`src/rtl/agu.sv`:
```
// Radix-2 in-place FFT address generator.
// Each cycle the butterfly operand addresses and twiddle index are derived
// purely from the presented stage/pair_id and registered (1-cycle latency).
module agu #(
  parameter  int N  = 32,
  localparam int AW = $clog2(N),
  localparam int PW = $clog2(N / 2),
  localparam int SW = $clog2(AW)
) (
  input  logic          clk,
  input  logic          reset,
  input  logic [SW-1:0] stage,
  input  logic [PW-1:0] pair_id,
  output logic [AW-1:0] address1,
  output logic [AW-1:0] address2,
  output logic [AW-1:0] twiddle_address
);

  logic [AW-1:0] pair_ext;
  logic [AW-1:0] low_mask;
  logic [AW-1:0] span_bit;
  logic [AW-1:0] a1_next;
  logic [AW-1:0] a2_next;
  logic [AW-1:0] tw_next;

  // Insert a zero at bit `stage` of pair_id; twiddle is the low part
  // left-justified just below the MSB. Out-of-range stages produce zeros.
  always_comb begin
    pair_ext = AW'(pair_id);
    span_bit = AW'(1) << stage;
    low_mask = span_bit - AW'(1);
    a1_next  = ((pair_ext & ~low_mask) << 1) | (pair_ext & low_mask);
    a2_next  = a1_next | span_bit;
    tw_next  = (pair_ext & low_mask) << (SW'(AW - 1) - stage);
    if (stage > SW'(AW - 1)) begin
      a1_next = '0;
      a2_next = '0;
      tw_next = '0;
    end
  end

  // Output registers, cleared asynchronously while reset is low.
  always_ff @(posedge clk or negedge reset) begin
    if (!reset) begin
      address1        <= '0;
      address2        <= '0;
      twiddle_address <= '0;
    end else begin
      address1        <= a1_next;
      address2        <= a2_next;
      twiddle_address <= tw_next;
    end
  end

endmodule

```
`config.mk`:
```
export PLATFORM = sky130hd
export DESIGN_NAME = agu
export DESIGN_NICKNAME = d
export VERILOG_FILES = /design/src/rtl/agu.sv
export SDC_FILE = /design/constraint.sdc
export NUM_CORES = 1
export LEC_CHECK = 0
export CORE_MARGIN = 3
export CORE_UTILIZATION = 50
export CTS_BUF_LIST = sky130_fd_sc_hd__clkbuf_2 sky130_fd_sc_hd__clkbuf_4 sky130_fd_sc_hd__clkbuf_8
export CTS_CLUSTER_SIZE = 10
export DETAILED_ROUTE_END_ITERATION = 12
export GPL_TIMING_DRIVEN = 1
export PLACE_DENSITY = 0.84
export SLEW_MARGIN = 20
export SYNTH_ARGS = -nofsm -noshare
export SYNTH_HDL_FRONTEND = slang
export SYNTH_SLANG_ARGS = --single-unit
```
`constraint.sdc`:
```
create_clock -name clk -period 1.2 [get_ports clk]
set_input_delay 0.24 -clock clk [delete_from_list [all_inputs] [get_ports clk]]
set_output_delay 0.24 -clock clk [all_outputs]
set_load 0.01 [all_outputs]
```
==> flow_metrics.py, run 1 <==
metrics = {
    "logic_synthesis": {
        "netlist_area_um2": 817,
        "syn_avg_cell_area_um2": 10.1,
        "ys_warn_count": 0,
        "ys_types": 28,
        "syn_inst": 81,
        "synth_top_area_cell": "dfrtp_1",
        "yosys.area.top_type_share": 0.459,
        "ys_ff_latch": 15,
        "synth.top_cells.by_area": "dfrtp_1, ha_1, a21oi_1, nor2_1, nand2b_1",
        "yosysSeqAreaShare": 0.459,
        "syn_nets": 97,
    },
    "run_status": {
        "outcome": "aborted with a tool error",
        "error": "[ERROR DPL-0038] Utilization greater than 100%, impossible to legalize",
        "failed_stage": "clock tree synthesis",
    },
    "floorplan": {
        "die_w_um": 46.4,
        "initial_core_util": 0.577,
        "ios": 24,
        "die_y_um": 46.4,
        "rows": 13,
    },
    "clock_tree": {
        "post_cts_buffers": 10,
        "postCtsResizedCells": 47,
        "clock-sinks": 15,
        "cts_root_buf": "clkbuf_4",
        "cts_buffer_depth": 2,
        "hold_buffers": 0,
        "htreeDepth": 1,
        "cts_buffers": 3,
    },
    "place": {
        "hpwl_um": 1950,
        "port_buffers": 23,
        "gp_congestion": 0.820,
    },
}
==> synthesized netlist by cell type, drive strengths merged <==
library cell  number
a41oi              1
nand2b             4
mux2i              1
or3                1
o211ai             1
xnor2              1
or2                2
a21oi              7
a31oi              1
clkbuf             1
nor2b              3
nor4               2
inv                5
nor2               8
a22oi              1
o21ai              6
a21o               1
dfrtp             15
nand2              6
o221ai             1
nor3               2
a221oi             2
buf                1
nand3b             1
ha                 7
==> through the flow <==
stage	cells	setup slack [ns]	utilization	TNS [ns]	instance area (um^2)
after detailed placement	139	-0.952	0.914	-11.65	1290
after global placement	139	-0.903	0.914	-10.94	1290
after floorplan	81	-0.330	-	-2.95	903
==> kinds of logic after synthesis <==
kind of cell               after synthesis  synth area share
AOI/OAI and AO/OA                       21             0.184
xor gates and xnor gates                 1            0.0199
adders and majority gates                7             0.107
buffers and inverters                    7            0.0337
DFF                                     15             0.459
muxes                                    1            0.0123
and+or+nand+nor                         29             0.184
==> run 2, diff against run 1 <==
CORE_AREA = 3 3 64 66   (was unset)
CORE_MARGIN = unset   (was 3)
CORE_UTILIZATION = unset   (was 50)
CTS_BUF_LIST = unset   (was sky130_fd_sc_hd__clkbuf_2 sky130_fd_sc_hd__clkbuf_4 sky130_fd_sc_hd__clkbuf_8)
CTS_CLUSTER_SIZE = unset   (was 10)
DIE_AREA = 0 0 67 69   (was unset)
PLACE_DENSITY = unset   (was 0.84)
PLACE_DENSITY_LB_ADDON = 0.15   (was unset)
==> run 2 against run 1 <==
  * Synthesized cell count is the same
  * Area after synthesis stayed put
  * The flow now finishes, with violations (negative setup slack)
==> flow_metrics.py, run 2 <==
metrics = {
    "sta": {
        "fin_ws_ns": -0.195,
        "hold_viol_final": 0,
        "setup_tns_ns": -1.35,
        "fmax_mhz": 717,
        "slew_headroom": 0.798,
        "period_needed_ns": 1.39,
        "post-route-period-util": 1.16,
        "worstMarginPinSlew_ns": 0.301,
        "setup_viol": 11,
        "drv_slew": 0,
        "rsz0062_at_grt": "yes",
    },
    "pwr": {
        "ir_worst_vdd_mv": 0.332,
        "total_leakage_power_nw": 0.728,
        "cellPowerDensity_mw_per_mm2": 930,
    },
    "worst_setup_path": {
        "path_max_fanout": 5,
        "critPathArrivalTime_ns": 1.55,
        "path_cells": "buf_12, inv_8, buf_6, ha_4, or3_4, a21oi_4, o21ai_2, a221oi_2",
        "startpoint_type": "primary input",
        "crit_family": "compound AO/OA/AOI/OAI gates",
        "worst-path-stages": 8,
        "critPathCaptureType": "flip-flop",
        "critical-path-slowest-cell": "or3_4",
        "crit_type": "primary input to flip-flop",
        "slowest_delay_ns": 0.38,
        "cp.required_ns": 1.36,
        "cp_num_buf_inv": 3,
    },
    "route": {
        "via_count": 825,
        "drt.antenna.violating_nets": 0,
        "viasPerCell": 4.41,
        "drc": 0,
        "drt_iter0_markers": 33,
        "drt-total-wl_um": 2350,
        "dr.pass1.iters": 6,
        "avgRoutedWirePerCell_um": 12.6,
    },
    "clock_tree": {
        "cts_buffers": 3,
        "cts_root_buf": "clkbuf_8",
        "htreeDepth": 1,
        "clk_pin_slew_ns": 0.06,
        "clock-sinks": 15,
        "hold_buffers": 0,
        "cts_tree": "built",
        "cts_buffer_depth": 2,
    },
    "place": {
        "gp_congestion": 0.715,
        "port_buffers": 23,
        "hpwl_um": 1720,
    },
    "logic_synthesis": {
        "synth_most_common_cell": "dfrtp_1",
        "synth-edff-count": 0,
        "synth.top_cells.by_area": "dfrtp_1, ha_1, a21oi_1, nor2_1, nand2b_1",
        "ys_async_sr_fraction": 1.00,
        "yosys.area.top_type_share": 0.459,
        "ys_ff_latch": 15,
        "syn_avg_cell_area_um2": 10.1,
        "yosys-top-cells-count": "dfrtp_1, nor2_1, ha_1",
        "synth_top_area_cell": "dfrtp_1",
        "ys_types": 28,
        "ys_warn_count": 0,
        "syn_nets": 97,
        "synthFlopType": "dfrtp_1",
        "yosysSeqAreaShare": 0.459,
        "netlist_area_um2": 817,
        "syn_inst": 81,
    },
    "finish": {
        "post_route_cells_drive_above_1_share": 0.489,
        "reg.largest.list": "address1 x5, address2 x5, twiddle_address x5",
        "fill_cells": 370,
        "final_common_cell": "buf_4",
        "area_growth_syn_to_layout_pct": 90.2,
        "fin_nets": 156,
        "antenna_cells": 0,
        "fin_util": 0.428,
        "layout_common_cells": "buf_4, dfrtp_1, dlygate4sd2_1",
        "seqCellArea_um2": 375,
        "multi_input_area_um2": 554,
    },
    "job": {
        "max_cap_violations": 0,
    },
    "floorplan": {
        "die_y_um": 69,
        "die_w_um": 67,
        "ios": 24,
        "core_area_mm2": 0.00363,
        "dieArea_mm2": 0.00462,
        "rows": 22,
        "initial_core_util": 0.225,
    },
    "run_status": {
        "violations": "negative setup slack",
        "outcome": "complete, but fails checks",
    },
    "global_routing": {
        "grt_usage": 0.112,
        "antenna_found_initial": 0,
        "grt_pass1_vias": 811,
        "grt_pass1_wl_um": 3820,
        "grt_max_degree": 16,
        "grt_overflow": 0,
    },
    "min_path": {
        "hp-class": "primary input to async pin",
    },
}
-- run 2: cell counts after synthesis --
Identical to the previous run, type by type.
-- run 2: final cells by class --
| cell class | instances | area share |
|---|---|---|
| multi-input cells | 59 | 0.357 |
| flip-flops and latches | 15 | 0.242 |
| repair buffers | 56 | 0.314 |
| inverters | 5 | 0.0201 |
| clock buffers | 4 | 0.0290 |
| well taps | 48 | 0.0386 |
-- run 2: metrics by stage --
step / instances / instance area [um^2] / setup slack (ns) / power [mW] / hold WS, ns
5_1_grt: 187 / 1550 / -0.258 / 1.54 / 0.322
2_1_floorplan: 81 / 903 / -0.330 / 0.775 / -0.0556
4_1_cts: 185 / 1500 / -0.230 / 1.43 / 0.318
3_5_place_dp: 172 / 1340 / -1.01 / 0.997 / 0.571
6_report: 187 / 1550 / -0.195 / 1.45 / 0.307
3_3_place_gp: 172 / 1340 / -0.978 / 0.993 / 0.571
-- run 2: cell families after synthesis --
family	share of synthesized area
AND/OR/NAND/NOR	0.184
multiplexers	0.0123
AO/OA/AOI/OAI	0.184
XOR/XNOR	0.0199
adder cells (fa/ha/maj)	0.107
flip-flops	0.459
buffers and inverters	0.0337
-- run 2: what timing repair did --
action | CTS | global route
endpoints found under the setup margin | 30 | 12
pin swaps | 9 | 12
hold endpoints to repair | 0 | 0
setup buffers | 10 | 3
gates resized for setup | 53 | 12
-- run 2: layer usage --
| layer | routed length (um) | share of wire | vias to the layer above | global-route usage |
|---|---|---|---|---|
| met5 | 0 | 0 | - | 0 |
| met4 | 54 | 0.023 | 0 | 0.0608 |
| met3 | 133 | 0.057 | 5 | 0.0195 |
| met2 | 1250 | 0.53 | 23 | 0.190 |
| met1 | 919 | 0.39 | 395 | 0.129 |
| li1 | - | - | 402 | - |
-- run 2: power breakdown --
group	total, mW	leakage [nW]	switching [mW]	internal, mW
registers	0.555	0.195	0.00805	0.547
logic	0.487	0.510	0.226	0.261
clock network	0.404	0.0228	0.169	0.235
-- run 2: final timing paths --
path                       startpoint                 end  slack [ns]
worst max-delay path         stage[0]  twiddle_address[4]       -0.19
worst min-delay path            reset         address2[2]        0.31
max in group asynchronous       reset  twiddle_address[1]        0.72
min in group clk             stage[2]         address2[1]        0.36
(Power assumes the default switching activity.)
==> RTL change, RTL diff (config.mk and constraints of run 2) <==
Reset style: synchronous (`reset`), changed in one clocked block. Comments in the files are not updated.
--- a/src/rtl/agu.sv
+++ b/src/rtl/agu.sv
@@ -41,5 +41,5 @@
 
   // Output registers, cleared asynchronously while reset is low.
-  always_ff @(posedge clk or negedge reset) begin
+  always_ff @(posedge clk) begin
     if (!reset) begin
       address1        <= '0;
Formal check against the unedited RTL: differs if reset is asserted again (counterexample within 4 cycles, from zero or initial values and one cycle with reset low); with reset held inactive, the same outputs for 10 cycles.
==> RTL change against run 2 <==
The flow still finishes with violations (negative setup slack); final cell count decreased by 1.1%; final area shrank 4.8%; fmax decreased by 11%; wire length down 12%; power shrank 6.4%; worst setup slack got worse by 0.18 ns; synthesized area fell by 9.0%; sequential cell count unchanged; largest power group unchanged.
==> RTL change: results (changes against run 2) <==
Outcome
Status: complete, but fails checks (unchanged). Violations in the final reports: negative setup slack (unchanged).

Worst setup path
The largest fanout of any net on the critical path is 5 (unchanged). The slowest cell on the critical path was sky130_fd_sc_hd__or4b_1 (was sky130_fd_sc_hd__or3_4). The signal arrival time at the worst endpoint was 1.74 ns (was 1.55 ns). The cell family with the largest share of critical-path delay is simple AND/OR/NAND/NOR gates (was compound AO/OA/AOI/OAI gates).

The critical path's largest stage delay came to 0.55 ns (was 0.38 ns).

CTS
The cell at the root of the clock tree is sky130_fd_sc_hd__clkbuf_8 (unchanged). The clock slew seen by the registers of the worst setup and hold paths was 0.06 ns (about the same). The number of buffers added by the clock tree synthesis step is 3 (unchanged).

Timing
The final setup TNS is -2.84 ns (was -1.35 ns). The slew at the pin closest to its max-slew limit is 0.327 ns (was 0.301 ns). The total of endpoints with negative setup slack in the final report is 11 (unchanged). The final critical-path setup slack is -0.372 ns (was -0.195 ns).

Power and ir drop
The leakage power of the design came to 0.687 nW (was 0.728 nW). The largest vdd supply drop is 0.000457 V (was 0.000332 V).

Global route
The wire length of the first global-routing pass was 3570 um (was 3820 um). The pin count of the biggest net entering global routing is 9 (was 16). The number of antenna violations at the first check in global routing is 0 (unchanged). The overall routing resource usage is 0.0982 (was 0.112).

The via count of the first global-routing pass is 788 (was 811).

Synth
The most common flop cell mapped by yosys is sky130_fd_sc_hd__dfxtp_1 (was sky130_fd_sc_hd__dfrtp_1). Cell types occupying the most area after synthesis: sky130_fd_sc_hd__dfxtp_1 40%, sky130_fd_sc_hd__ha_1 12%, sky130_fd_sc_hd__nand2b_1 4.2%, sky130_fd_sc_hd__nor2b_1 4.2%, sky130_fd_sc_hd__a21oi_1 4.0% (was sky130_fd_sc_hd__dfrtp_1 46%, sky130_fd_sc_hd__ha_1 11%, sky130_fd_sc_hd__a21oi_1 3.7%, sky130_fd_sc_hd__nor2_1 3.7%, sky130_fd_sc_hd__nand2b_1 3.1%). The post-synthesis cell type count is 26 (was 28).

Cell types with the highest counts after synthesis: 15 x sky130_fd_sc_hd__dfxtp_1, 7 x sky130_fd_sc_hd__ha_1, 7 x sky130_fd_sc_hd__nor2_1 (was 15 x sky130_fd_sc_hd__dfrtp_1, 8 x sky130_fd_sc_hd__nor2_1, 7 x sky130_fd_sc_hd__ha_1). The sequential fraction of the synthesis area is 0.404 (was 0.459). The share of flip-flops with an asynchronous set or reset is 0 (was 1.00).

Placed design
The setup slack after placement is -1.15 ns (was -1.01 ns). The final weighted congestion in routability-driven placement is 0.705 (was 0.715). The final HPWL from detailed placement was 1680 um (was 1720 um).

Detailed routing
The number of design-rule violations left by the first detailed-router iteration is 25 (was 33). The number of vias per cell is 4.00 (was 4.41). The final routed wirelength across all metal layers is 2080 um (was 2350 um). The detailed-router iteration count before antenna repair is 4 (was 6).

Layout
The number of nets in the finished design is 154 (was 156). The proportion of layout cells with a drive suffix above 1 was 0.460 (was 0.489).

Hold path
The worst hold-check path type is input port to flip-flop (was input port to asynchronous set/reset pin).
-- RTL change: cell count changes in the layout (fill, tap and decap cells not counted), moves of 3 or more --
cell | before | now
sky130_fd_sc_hd__nand3_1 | 0 | 4
sky130_fd_sc_hd__a21oi_1 | 5 | 2
sky130_fd_sc_hd__dfxtp_1 | 0 | 15
sky130_fd_sc_hd__nand2b_4 | 0 | 3
sky130_fd_sc_hd__dfrtp_1 | 15 | 0
sky130_fd_sc_hd__a21oi_2 | 0 | 3
-- RTL change: final timing paths --
| path | slack (ns) | depth (start not counted) | end | start |
|---|---|---|---|---|
| worst max-delay path | -0.37 | 7 | twiddle_address[4]$_SDFF_PP0_ | stage[1] |
| worst min-delay path | 0.46 | 5 | address2[2]$_SDFF_PP0_ | stage[2] |
-- RTL change: power by group --
group	internal [mW]	switching, mW
registers	0.527	0.00568
clock network	0.235	0.163
logic	0.232	0.191
-- RTL change: layer usage --
layer | track usage | wire length (um) | vias to the layer above
met1 | 0.111 | 885 | 331
met5 | 0 | 0 | -
met4 | 0.0135 | 0 | 0
met2 | 0.178 | 1070 | 20
met3 | 0.0326 | 125 | 0
li1 | - | - | 389
-- RTL change: final cells by class --
cell class / count / area, um^2
clock buffers: 4 / 45.0
well taps: 48 / 60.1
repair buffers: 54 / 460
flip-flops and latches: 15 / 300
multi-input cells: 59 / 581
fillers: 380 / 2150
inverters: 5 / 33.8
-- RTL change: what timing repair did --
item	4_1_cts	5_1_grt
setup endpoints to repair	30	13
gates resized for setup	44	18
pin swaps	9	12
setup buffers	5	1
-- RTL change: logic make-up (layout without fill, tap and decap cells) --
logic type,Yosys count,count (layout),synth area share
DFF,15,15,0.404
buffers and inverters,7,63,0.0370
adders and majority gates,7,7,0.118
and+or+nand+nor,33,33,0.246
xor gates and xnor gates,1,1,0.0118
AOI/OAI and AO/OA,16,16,0.157
muxes,2,2,0.0269
-- RTL change: per-stage QoR --
stage / utilization / hold WS [ns] / area, um^2 / std cells / total power [mW]
after floorplan: - / 0.354 / 827 / 81 / 0.719
after global placement: 0.355 / 0.963 / 1290 / 176 / 0.915
after detailed placement: 0.355 / 0.950 / 1290 / 176 / 0.916
after CTS: 0.389 / 0.456 / 1410 / 185 / 1.34
after global routing: 0.407 / 0.502 / 1480 / 185 / 1.44
final: 0.407 / 0.458 / 1480 / 185 / 1.35
